$ cat src/rtl/rv_pkg.sv
// Shared RV32I encoding constants and types for
// the instruction encoder/loader.
package rv_pkg;

  typedef enum logic [3:0] {
    I_ADD  = 4'd0,
    I_SUB  = 4'd1,
    I_SRL  = 4'd2,
    I_AND  = 4'd3,
    I_OR   = 4'd4,
    I_SLT  = 4'd5,
    I_ADDI = 4'd6,
    I_ORI  = 4'd7,
    I_XORI = 4'd8,
    I_ANDI = 4'd9,
    I_LW   = 4'd10,
    I_SW   = 4'd11,
    I_BEQ  = 4'd12,
    I_BNE  = 4'd13,
    I_JAL  = 4'd14,
    I_RSVD = 4'd15
  } op_e;

  typedef enum logic [1:0] {
    S_IDLE,
    S_LOAD,
    S_WRITE,
    S_DONE
  } ld_state_e;

  localparam logic [6:0] OP_R      = 7'b0110011;
  localparam logic [6:0] OP_I      = 7'b0010011;
  localparam logic [6:0] OP_LOAD   = 7'b0000011;
  localparam logic [6:0] OP_STORE  = 7'b0100011;
  localparam logic [6:0] OP_BRANCH = 7'b1100011;
  localparam logic [6:0] OP_JAL    = 7'b1101111;

  localparam logic [2:0] F3_ADD = 3'b000;
  localparam logic [2:0] F3_SRL = 3'b101;
  localparam logic [2:0] F3_AND = 3'b111;
  localparam logic [2:0] F3_OR  = 3'b110;
  localparam logic [2:0] F3_SLT = 3'b010;
  localparam logic [2:0] F3_XOR = 3'b100;
  localparam logic [2:0] F3_LW  = 3'b010;
  localparam logic [2:0] F3_SW  = 3'b010;
  localparam logic [2:0] F3_BEQ = 3'b000;
  localparam logic [2:0] F3_BNE = 3'b001;

  localparam logic [6:0] F7_ZERO = 7'h00;
  localparam logic [6:0] F7_SUB  = 7'h20;

  localparam logic [31:0] NOP_WORD = 32'h0000_0013;

endpackage

$ cat src/rtl/rv_instr_enc.sv
// Combinational RV32I field-to-word encoder.
// Out-of-range or reserved input yields NOP + bad.
module rv_instr_enc
  import rv_pkg::*;
(
  input  op_e         op_i,
  input  logic [4:0]  rd_i,
  input  logic [4:0]  rs1_i,
  input  logic [4:0]  rs2_i,
  input  logic [20:0] imm_i,
  output logic [31:0] word_o,
  output logic        bad_o
);

  logic ok_12;
  logic ok_b;

  // 12-bit signed fit: bits 20..11 all equal
  assign ok_12 = (&imm_i[20:11]) | ~(|imm_i[20:11]);
  // 13-bit signed fit and even
  assign ok_b  = ((&imm_i[20:12]) | ~(|imm_i[20:12]))
               & ~imm_i[0];

  // Select format by op; any fault forces NOP
  always_comb begin
    word_o = NOP_WORD;
    bad_o  = 1'b0;
    unique case (op_i)
      I_ADD:  word_o = {F7_ZERO, rs2_i, rs1_i,
                        F3_ADD, rd_i, OP_R};
      I_SUB:  word_o = {F7_SUB, rs2_i, rs1_i,
                        F3_ADD, rd_i, OP_R};
      I_SRL:  word_o = {F7_ZERO, rs2_i, rs1_i,
                        F3_SRL, rd_i, OP_R};
      I_AND:  word_o = {F7_ZERO, rs2_i, rs1_i,
                        F3_AND, rd_i, OP_R};
      I_OR:   word_o = {F7_ZERO, rs2_i, rs1_i,
                        F3_OR, rd_i, OP_R};
      I_SLT:  word_o = {F7_ZERO, rs2_i, rs1_i,
                        F3_SLT, rd_i, OP_R};
      I_ADDI: begin
        word_o = {imm_i[11:0], rs1_i,
                  F3_ADD, rd_i, OP_I};
        bad_o  = ~ok_12;
      end
      I_ORI: begin
        word_o = {imm_i[11:0], rs1_i,
                  F3_OR, rd_i, OP_I};
        bad_o  = ~ok_12;
      end
      I_XORI: begin
        word_o = {imm_i[11:0], rs1_i,
                  F3_XOR, rd_i, OP_I};
        bad_o  = ~ok_12;
      end
      I_ANDI: begin
        word_o = {imm_i[11:0], rs1_i,
                  F3_AND, rd_i, OP_I};
        bad_o  = ~ok_12;
      end
      I_LW: begin
        word_o = {imm_i[11:0], rs1_i,
                  F3_LW, rd_i, OP_LOAD};
        bad_o  = ~ok_12;
      end
      I_SW: begin
        word_o = {imm_i[11:5], rs2_i, rs1_i,
                  F3_SW, imm_i[4:0], OP_STORE};
        bad_o  = ~ok_12;
      end
      I_BEQ: begin
        word_o = {imm_i[12], imm_i[10:5], rs2_i,
                  rs1_i, F3_BEQ, imm_i[4:1],
                  imm_i[11], OP_BRANCH};
        bad_o  = ~ok_b;
      end
      I_BNE: begin
        word_o = {imm_i[12], imm_i[10:5], rs2_i,
                  rs1_i, F3_BNE, imm_i[4:1],
                  imm_i[11], OP_BRANCH};
        bad_o  = ~ok_b;
      end
      I_JAL: begin
        word_o = {imm_i[20], imm_i[10:1],
                  imm_i[11], imm_i[19:12],
                  rd_i, OP_JAL};
        bad_o  = imm_i[0];
      end
      default: bad_o = 1'b1;
    endcase
    if (bad_o) word_o = NOP_WORD;
  end

endmodule

$ cat src/rtl/rv_instr_encoder_loader.sv
// Loads encoded RV32I words into instruction
// memory from address 0, one word per 2 cycles.
module rv_instr_encoder_loader
  import rv_pkg::*;
#(
  parameter int ADDR_W = 8
) (
  input  logic              clk,
  input  logic              rst_n,
  input  logic              start,
  input  logic              in_valid,
  output logic              in_ready,
  input  logic [3:0]        in_op,
  input  logic [4:0]        in_rd,
  input  logic [4:0]        in_rs1,
  input  logic [4:0]        in_rs2,
  input  logic [20:0]       in_imm,
  input  logic              in_last,
  output logic              mem_we,
  output logic [ADDR_W-1:0] mem_addr,
  output logic [31:0]       mem_wdata,
  output logic              busy,
  output logic              done,
  output logic              err,
  output logic [ADDR_W-1:0] err_addr,
  output logic [ADDR_W:0]   count
);

  localparam logic [ADDR_W-1:0] ADDR_MAX = '1;

  ld_state_e         state_q, state_d;
  logic [ADDR_W-1:0] addr_q, addr_d;
  logic [31:0]       wdata_q, wdata_d;
  logic              last_q, last_d;
  logic              err_q, err_d;
  logic [ADDR_W-1:0] eaddr_q, eaddr_d;
  logic [ADDR_W:0]   cnt_q, cnt_d;

  logic [31:0] enc_word;
  logic        enc_bad;
  logic        accept;
  logic        at_end;

  rv_instr_enc u_enc (
    .op_i   (op_e'(in_op)),
    .rd_i   (in_rd),
    .rs1_i  (in_rs1),
    .rs2_i  (in_rs2),
    .imm_i  (in_imm),
    .word_o (enc_word),
    .bad_o  (enc_bad)
  );

  assign accept = (state_q == S_LOAD) & in_valid;
  assign at_end = last_q | (addr_q == ADDR_MAX);

  // State register
  always_ff @(posedge clk or negedge rst_n) begin
    if (!rst_n) state_q <= S_IDLE;
    else        state_q <= state_d;
  end

  // Next-state logic
  always_comb begin
    state_d = state_q;
    unique case (state_q)
      S_IDLE:  if (start)    state_d = S_LOAD;
      S_LOAD:  if (in_valid) state_d = S_WRITE;
      S_WRITE: state_d = at_end ? S_DONE : S_LOAD;
      S_DONE:  state_d = S_IDLE;
      default: state_d = S_IDLE;
    endcase
  end

  // Handshake and strobe outputs from state
  always_comb begin
    in_ready = (state_q == S_LOAD);
    mem_we   = (state_q == S_WRITE);
    busy     = (state_q == S_LOAD)
             | (state_q == S_WRITE);
    done     = (state_q == S_DONE);
  end

  // Datapath next values: address, word, errors
  always_comb begin
    addr_d  = addr_q;
    wdata_d = wdata_q;
    last_d  = last_q;
    err_d   = err_q;
    eaddr_d = eaddr_q;
    cnt_d   = cnt_q;
    if ((state_q == S_IDLE) && start) begin
      addr_d  = '0;
      last_d  = 1'b0;
      err_d   = 1'b0;
      eaddr_d = '0;
      cnt_d   = '0;
    end
    if (accept) begin
      wdata_d = enc_word;
      last_d  = in_last;
      if (enc_bad) begin
        err_d = 1'b1;
        if (!err_q) eaddr_d = addr_q;
      end
    end
    if (state_q == S_WRITE) begin
      cnt_d = cnt_q + (ADDR_W+1)'(1);
      if (!at_end) addr_d = addr_q + ADDR_W'(1);
      if (!last_q && (addr_q == ADDR_MAX)) begin
        err_d = 1'b1;
        if (!err_q) eaddr_d = addr_q;
      end
    end
  end

  // Datapath registers
  always_ff @(posedge clk or negedge rst_n) begin
    if (!rst_n) begin
      addr_q  <= '0;
      wdata_q <= '0;
      last_q  <= 1'b0;
      err_q   <= 1'b0;
      eaddr_q <= '0;
      cnt_q   <= '0;
    end else begin
      addr_q  <= addr_d;
      wdata_q <= wdata_d;
      last_q  <= last_d;
      err_q   <= err_d;
      eaddr_q <= eaddr_d;
      cnt_q   <= cnt_d;
    end
  end

  assign mem_addr  = addr_q;
  assign mem_wdata = wdata_q;
  assign err       = err_q;
  assign err_addr  = eaddr_q;
  assign count     = cnt_q;

endmodule

$ cat config.mk
export PLATFORM = sky130hd
export DESIGN_NAME = rv_instr_encoder_loader
export DESIGN_NICKNAME = d
export VERILOG_FILES = /design/src/rtl/rv_pkg.sv /design/src/rtl/rv_instr_enc.sv /design/src/rtl/rv_instr_encoder_loader.sv
export SDC_FILE = /design/constraint.sdc
export NUM_CORES = 1
export LEC_CHECK = 0
export ABC_AREA = 0
export CAP_MARGIN = 20
export CORE_MARGIN = 2
export CORE_UTILIZATION = 45
export CTS_CLUSTER_SIZE = 12
export DETAILED_ROUTE_END_ITERATION = 10
export HOLD_SLACK_MARGIN = 0.15
export PLACE_DENSITY_LB_ADDON = 0.3
export RECOVER_POWER = 50
export SETUP_SLACK_MARGIN = 0.4
export SYNTH_ARGS = -nofsm -noshare
export SYNTH_HDL_FRONTEND = slang
export SYNTH_HIERARCHICAL = 1
export SYNTH_SLANG_ARGS = --single-unit
$ cat constraint.sdc
create_clock -name clk -period 5.5 [get_ports clk]
set_input_delay 1.1 -clock clk [delete_from_list [all_inputs] [get_ports clk]]
set_output_delay 1.1 -clock clk [all_outputs]
set_load 0.02 [all_outputs]
==> results of run 1 <==
==> Yosys cell counts (8+ instances only) <==
library cell | instances | area, um^2
a21oi_1 | 8 | 40.0
clkbuf_1 | 12 | 45.0
dfrtp_1 | 61 | 1530
inv_1 | 16 | 60.1
mux2_2 | 35 | 394
mux2i_1 | 13 | 130
nand2_1 | 44 | 165
nand3_1 | 16 | 80.1
nor3_1 | 30 | 150
o21ai_0 | 18 | 90.1
==> cells in the final DEF (no fill, tap or decap), types with 2 or more instances in the layout <==
master and instances:
nand4b_1 3, and3_2 2, or3_1 3, nand2_1 44, nand3b_1 2, conb_1 2, clkbuf_8 11, clkbuf_1 3
a32oi_1 5, clkdlybuf4s50_1 88, nor3_1 30, o22a_1 2, nand4_1 3, xnor2_1 2, ha_1 7, a221o_1 2
mux2_2 35, a21oi_1 8, a211o_2 2, nand2b_1 2, buf_4 4, dfrtp_1 61, and3_1 3, inv_1 16
clkinv_2 3, nand3_1 16, mux2i_1 13, nor2_1 7, o21a_1 2, dlygate4sd3_1 17, o21ai_0 18, nor2b_1 7
a22oi_1 7, a31oi_1 7, a21o_1 3
==> final timing paths <==
kind                                   startpoint                   endpoint  slack, ns
min in group asynchronous                   rst_n   mem_wdata[4]$_DFFE_PN0N_       1.92
min reg2reg                  count[8]$_DFFE_PN0P_       count[8]$_DFFE_PN0P_       0.48
max in group asynchronous                   rst_n  mem_wdata[13]$_DFFE_PN0N_       1.77
max                                      in_op[1]      err_addr[1]$_DFF_PN0_       1.69
min                          count[8]$_DFFE_PN0P_       count[8]$_DFFE_PN0P_       0.48
max reg2reg                state_q[1]$_DFFE_PN0P_   mem_wdata[6]$_DFFE_PN0N_       2.80
==> per-stage QoR <==
step | power, mW | instances
after floorplan | 1.22 | 355
final | 1.98 | 560
after CTS | 2.01 | 560
after detailed placement | 1.65 | 544
after global routing | 2.11 | 560
after global placement | 1.63 | 544
==> routing by layer <==
layer | global-route usage (%) | wire (um)
met3 | 3.37 | 317
met4 | 8.21 | 172
met1 | 29.4 | 3940
met2 | 36.5 | 4380
met5 | 0 | 0
==> cell type report <==
type / instances / area (um^2) / share of cell area (%)
clock buffers: 12 / 155 / 3.25
clock inverters: 4 / 22.5 / 0.471
inverters: 17 / 63.8 / 1.34
multi-input cells: 255 / 1790 / 37.5
repair buffers: 112 / 1090 / 22.9
flip-flops and latches: 61 / 1530 / 31.9
well taps: 99 / 124 / 2.59
==> power by group through the flow <==
| stage | clock network (mW) | logic [mW] | registers [mW] |
|---|---|---|---|
| final | 0.355 | 0.928 | 0.696 |
| after global routing | 0.386 | 1.00 | 0.721 |
| after CTS | 0.362 | 0.952 | 0.699 |
| after detailed placement | 0 | 0.948 | 0.706 |
| after global placement | 0 | 0.929 | 0.699 |
| after floorplan | 0 | 0.368 | 0.848 |
==> state kept, by name, indices dropped and copies added (netlist names) <==
name       flops
state_q        2
last_q         1
err_addr       8
count          9
err            1
mem_wdata     32
mem_addr       8
==> kinds of logic (layout without fill, tap and decap cells) <==
group	count (synthesis)	count (layout)	synth area share, %
AND/OR/NAND/NOR	130	130	19.7
AO/OA/AOI/OAI	65	65	13.0
flip-flops	61	61	44.1
multiplexers	48	48	15.1
buffers and inverters	39	145	4.66
adder cells (fa/ha/maj)	7	7	2.53
XOR/XNOR	3	3	0.759
other	1	2	0.108
==> results.txt, run 1 <==
- Leakage power of the design: 2.07 nW
* Number of flops mapped to enable cells by yosys: 0
* Chip width: 91.7 um
- Wires add up to 8810 um.
- Failing checks: max-capacitance violations, max-slew violations
- Worst path buffer plus inverter count: 1
- The later pin in the worst-skew pair is clocked with a latency of 0.32 ns.
- Final core utilization: 64.9%
- Synthesis instantiated 53 different standard cells from the library.
- TritonCTS Buffers: 9
* Warnings from Yosys: 6
- Counting every sink on the clock net gives 61.
* Layout filler cell count: 624
- The pre-antenna-repair detailed-routing pass consisted of 6 iterations.
* Total number of placement rows: 31
* # hold bufs at CTS: 0
- Die span in y: 91.7 um
- In the final layout, the share of cells above drive strength 1 is 14.5%.
- The flow ran to the end, but the final reports show violations.
* Largest net degree at the start of global routing: 62
* Clock edge transition at the registers on the reported setup and hold paths: 0.07 ns
- The tree is rooted in a clkbuf_8.
* Buffers on Ports: 106
- Fin crit share: 69.2%
- The tool flagged a number of max-cap violations equal to 2.
- The share of total power dissipated in sequential elements is 35.2%.
- In this run the standard cell core region covers 7370 um^2.
- The total count of hold-check failures in the final report came to 0.
- Area of all placed cells without fillers: 4780 um^2
* Minimum period implied by the final worst setup slack: 3.81 ns
- The H-tree was split into 3 levels.
* Total count of max-transition violations in the final report: 96
- In the routed layout, each cell is associated on average with a via count of 5.44.
* Worst min-delay path class: register to register
- Family with the most delay on the worst path: buffers and inverters
- Detailed placement ended at an HPWL of 6550 um.
- Path depth of the worst reg2reg path: 5
* Worst max-slew margin expressed relative to the limit: -113%
- In this run the number of cells on the critical path is 8.
- For this block, the initial DRC count from the detailed router was 133.
* Maximum fanout count along the critical path: 24
- The longest clock path from root to sink contains 2 buffers.
- Setup repair after global routing left no endpoint under its margin.
* Area added between synthesis and finish: 38.0%
- The number of gates resized after CTS was 0.
- In the final routed layout, each cell accounts on average for 15.7 um.
* Proportion of power drawn by the clock network: 17.9%
* Synthesized cell area: 3460 um^2
- For the worst setup path, the data arrival time is 4.05 ns.
- In the final design database the tool counted 508 nets.
* Worst path setup slack after routing: 1.69 ns
- The share of total power dissipated in combinational logic is 46.9%.
- Count of antenna diodes in the layout: 0
* Standard cell with the maximum stage delay on the critical path: clkdlybuf4s50_1
- The detail route stage leaves a number of antenna-violating nets equal to 0.
- Startpoint type of the worst setup path: primary input
- Wire length of the first global-routing pass: 14900 um
- After synthesis, the share of flip-flops with an asynchronous set or reset is 100%.
- Setup-failing EPs final: 0
- Internal power: 1.22 mW
* Achievable clock frequency: 263 MHz
- GP Congestion: 0.843
- Cell area after placement: 4610 um^2
- Ratio of total power to cell area: 414 nW/um^2
* Overflow left after global routing: 0
- Worst slack after detailed placement: 1.37 ns
- Hold is met by 0.478 ns.
- In this run the post-CTS setup repair buffer count came out at 0.
- Global routing consumed, over all layers together, 22.1% of the routing resources.
- For this run, the slowest stage of the critical path takes 0.98 ns.
- Each instance of the synthesized netlist takes up on average 9.78 um^2.
- Antenna violations before repair: 0
- Type of the setup path with the least slack: primary input to register
* Most used flip-flop cell after synthesis: dfrtp_1
- The die covers 8410 um^2.
- Initial Utilization: 47.0%
* Net load switching power: 756 uW
- Pin placement for this block handled 107 I/O pins.
* Gate Count Post-Synth: 354
- For the final routed database, the setup TNS stands at 0 ns.
- After detailed routing, the number of remaining DRC violations is 0.
* Slew at the pin with the worst max-slew slack: 3.19 ns
- Total number of vias: 3048
- Data on the critical path is required at its endpoint by 5.74 ns.
- STA classifies the critical path endpoint as a register.
* Vias in the first global route: 2994
- Portion of the post-synthesis area used by sequential elements: 44.1%
- Worst setup skew after layout: 0.00721 ns
* List of cells traversed by the critical path: clkdlybuf4s50_1 > nand2_1 > mux2_2 > a211oi_4 > or2_1 > nand3_1 > a21oi_4 > mux2i_1
- The synthesized design contains 61 register bits.
* Number of instances on the worst hold path: 1
- Net switching is 38.2% of the power.
* Peak supply drop: 0.238 mV
- TritonCTS built the clock tree.
(Power assumes the default switching activity.)
==> run 2, diff against run 1 <==
==> constraint.sdc (replaced) <==
create_clock -name clk -period 4 [get_ports clk]
set_input_delay 0.8 -clock clk [delete_from_list [all_inputs] [get_ports clk]]
set_output_delay 0.8 -clock clk [all_outputs]
set_load 0.02 [all_outputs]
==> run 2 against run 1 <==
  * Count of clock-buffer cells in the layout is 1 lower
  * Clock skew is 0.00087 ns higher
  * The run still ends with max-capacitance violations, max-slew violations left
  * Wire length is 2.0% higher
  * Register-to-register slack worse by 1.5 ns
  * Clock power is 94% higher
  * Via count is 0.16% lower
  * Highest routed layer unchanged
  * Die area stayed put
  * Critical path depth is 1 lower
  * Largest cell class unchanged
==> results.txt, run 2 (synthesized netlist as in run 1, its figures left out) <==
* Worst path setup slack after routing: 0.931 ns
- For this design the static power due to leakage is 2.12 nW.
* Chip width: 91.7 um
- List of cells traversed by the critical path: clkdlybuf4s50_1 > or4_4 > nor4_4 > o41ai_2 > buf_4 > a2111oi_1 > mux2_2
- Initial detailed-routing violation count: 156
- Endpoints failing hold: 0
* Final core utilization: 66.1%
* Minimum period implied by the final worst setup slack: 3.07 ns
- Compared with the post-synthesis result, the final layout area differs by 40.6%.
- Worst min-delay path class: register to register
* Maxcap violations: 2
* TritonCTS Buffers: 9
* CTS tree: done
- Along the worst path, the maximum fanout reaches 23.
* Fin crit share: 76.7%
- The count of buffers added on input and output ports is 106.
* Worst path buffer plus inverter count: 2
- The number of antenna diodes in the final layout is 0.
- For the final routed database, the setup TNS stands at 0 ns.
- Antenna violations before repair: 0
- Later-pin clock latency in the skew report: 0.32 ns
- Setup bufs post-CTS: 0
* Fin cells: 561
* Clock Tree Root: clkbuf_8
- Total number of placement rows: 31
* Top Ports: 107
- GP Congestion: 0.896
* Type of the setup path with the least slack: primary input to register
- The final reports fail on max-capacitance violations, max-slew violations.
- The initial utilization of the core area, before any placement, comes to 47.0%.
- Slew at the pin with the worst max-slew slack: 2.23 ns
* Most common cell after layout, fill and taps aside: clkdlybuf4s50_1
* DRC viols: 0
* # hold bufs at CTS: 0
* Number of clock sinks: 61
- Grouping stages by cell kind, the critical path spends the most delay in simple AND/OR/NAND/NOR gates.
* Core Box Area: 7370 um^2
- Total count of max-transition violations in the final report: 76
- Worst slack after detailed placement: 0.660 ns
- The die covers 8410 um^2.
* Vias in the first global route: 3020
- STA classifies the critical path endpoint as a register.
* Half-perimeter wire length of the detailed placement result: 6650 um
- In this run the power density over the cells is 599 nW/um^2.
- The pre-antenna-repair detailed-routing pass consisted of 4 iterations.
* Global-route total usage across every layer: 22.0%
- For this run, the slowest stage of the critical path takes 0.56 ns.
- Post-CTS resize count: 0
* Outcome: finished with violations
- Detailed-route wire length per cell: 16.0 um
* Placed Instances: 545
- Wire length of the first global-routing pass: 14900 um
* Antenna-violating nets left: 0
- CTS H-tree lvls: 3
- Using the TritonRoute via totals, the vias-per-cell ratio works out to 5.42.
- Highest-count cells in the layout ignoring fill and taps: clkdlybuf4s50_1, dfrtp_1, nand2_1, mux2_2, nor3_1
* Total number of vias: 3043
- At the end of the flow, the number of nets in the layout was 509.
* Share of cells above drive strength 1: 14.9%
- Clock edge transition at the registers on the reported setup and hold paths: 0.07 ns
* Largest net degree at the start of global routing: 43
- Across the VDD grid, the largest voltage drop is 0.295 mV.
* Largest register FFs: 32
- The die is 91.7 um tall.
- Worst setup skew after layout: 0.00807 ns
* Worst max-slew margin expressed relative to the limit: -48.9%
- Based on the critical path, the design can be clocked at up to 326 MHz.
- Setup repair after global routing missed its margin: false
* Overflow left after global routing: 0
* Setup-failing EPs final: 0
* Worst EP required: 4.25 ns
- No sink is reached through more buffers than the 2 on the longest clock path.
* Drt total wl: 8990 um
* Standard cell with the maximum stage delay on the critical path: or4_4
* Startpoint type of the worst setup path: primary input
* CP arrival: 3.32 ns
==> run 2: cell count changes in the layout (fill, tap and decap cells not counted), moves of 2 or more <==
cell	delta
clkinv_2	-3
bufinv_16	+3
clkdlybuf4s50_1	-6
dlygate4sd3_1	+6
buf_4	+2
==> run 2: stage by stage <==
step / power, mW / hold WS [ns] / area [um^2]
2_1_floorplan: 1.67 / 0.485 / 3470
3_3_place_gp: 2.25 / 0.460 / 4620
3_5_place_dp: 2.28 / 0.475 / 4620
4_1_cts: 2.97 / 0.484 / 4870
5_1_grt: 3.09 / 0.516 / 4870
6_report: 2.92 / 0.475 / 4870
==> run 2: path summary, 6_finish.rpt <==
kind	to	from	slack [ns]	cells after the start
max	mem_wdata[13]$_DFFE_PN0N_	in_imm[14]	0.93	7
min	count[8]$_DFFE_PN0P_	count[8]$_DFFE_PN0P_	0.47	1
max reg2reg	mem_wdata[18]$_DFFE_PN0N_	state_q[1]$_DFFE_PN0P_	1.30	5
min reg2reg	count[8]$_DFFE_PN0P_	count[8]$_DFFE_PN0P_	0.47	1
max in group asynchronous	mem_wdata[12]$_DFFE_PN0N_	rst_n	1.59	1
min in group asynchronous	mem_wdata[31]$_DFFE_PN0N_	rst_n	1.13	1
==> run 2: where the power goes <==
part           internal (mW)  total (mW)  switching, mW
clock network          0.449       0.689          0.240
registers              0.814       0.964          0.151
logic                  0.604        1.27          0.662
total                   1.87        2.92           1.05
==> run 2: area by class of cell <==
type	instances	area (um^2)
Tap cell	99	124
Multi-Input combinational cell	255	1790
Fill cell	622	2500
Inverter	17	63.8
Clock buffer	11	151
Sequential cell	61	1530
Clock inverter	5	106
Timing Repair Buffer	113	1100
==> run 2: metal layers <==
| metal | GRT usage (%) | vias up | share of wire, % |
|---|---|---|---|
| li1 | - | 1478 | - |
| met3 | 3.53 | 18 | 5.1 |
| met4 | 8.96 | 0 | 2.0 |
| met5 | 0 | - | 0 |
| met2 | 35.0 | 108 | 48 |
| met1 | 30.1 | 1439 | 45 |
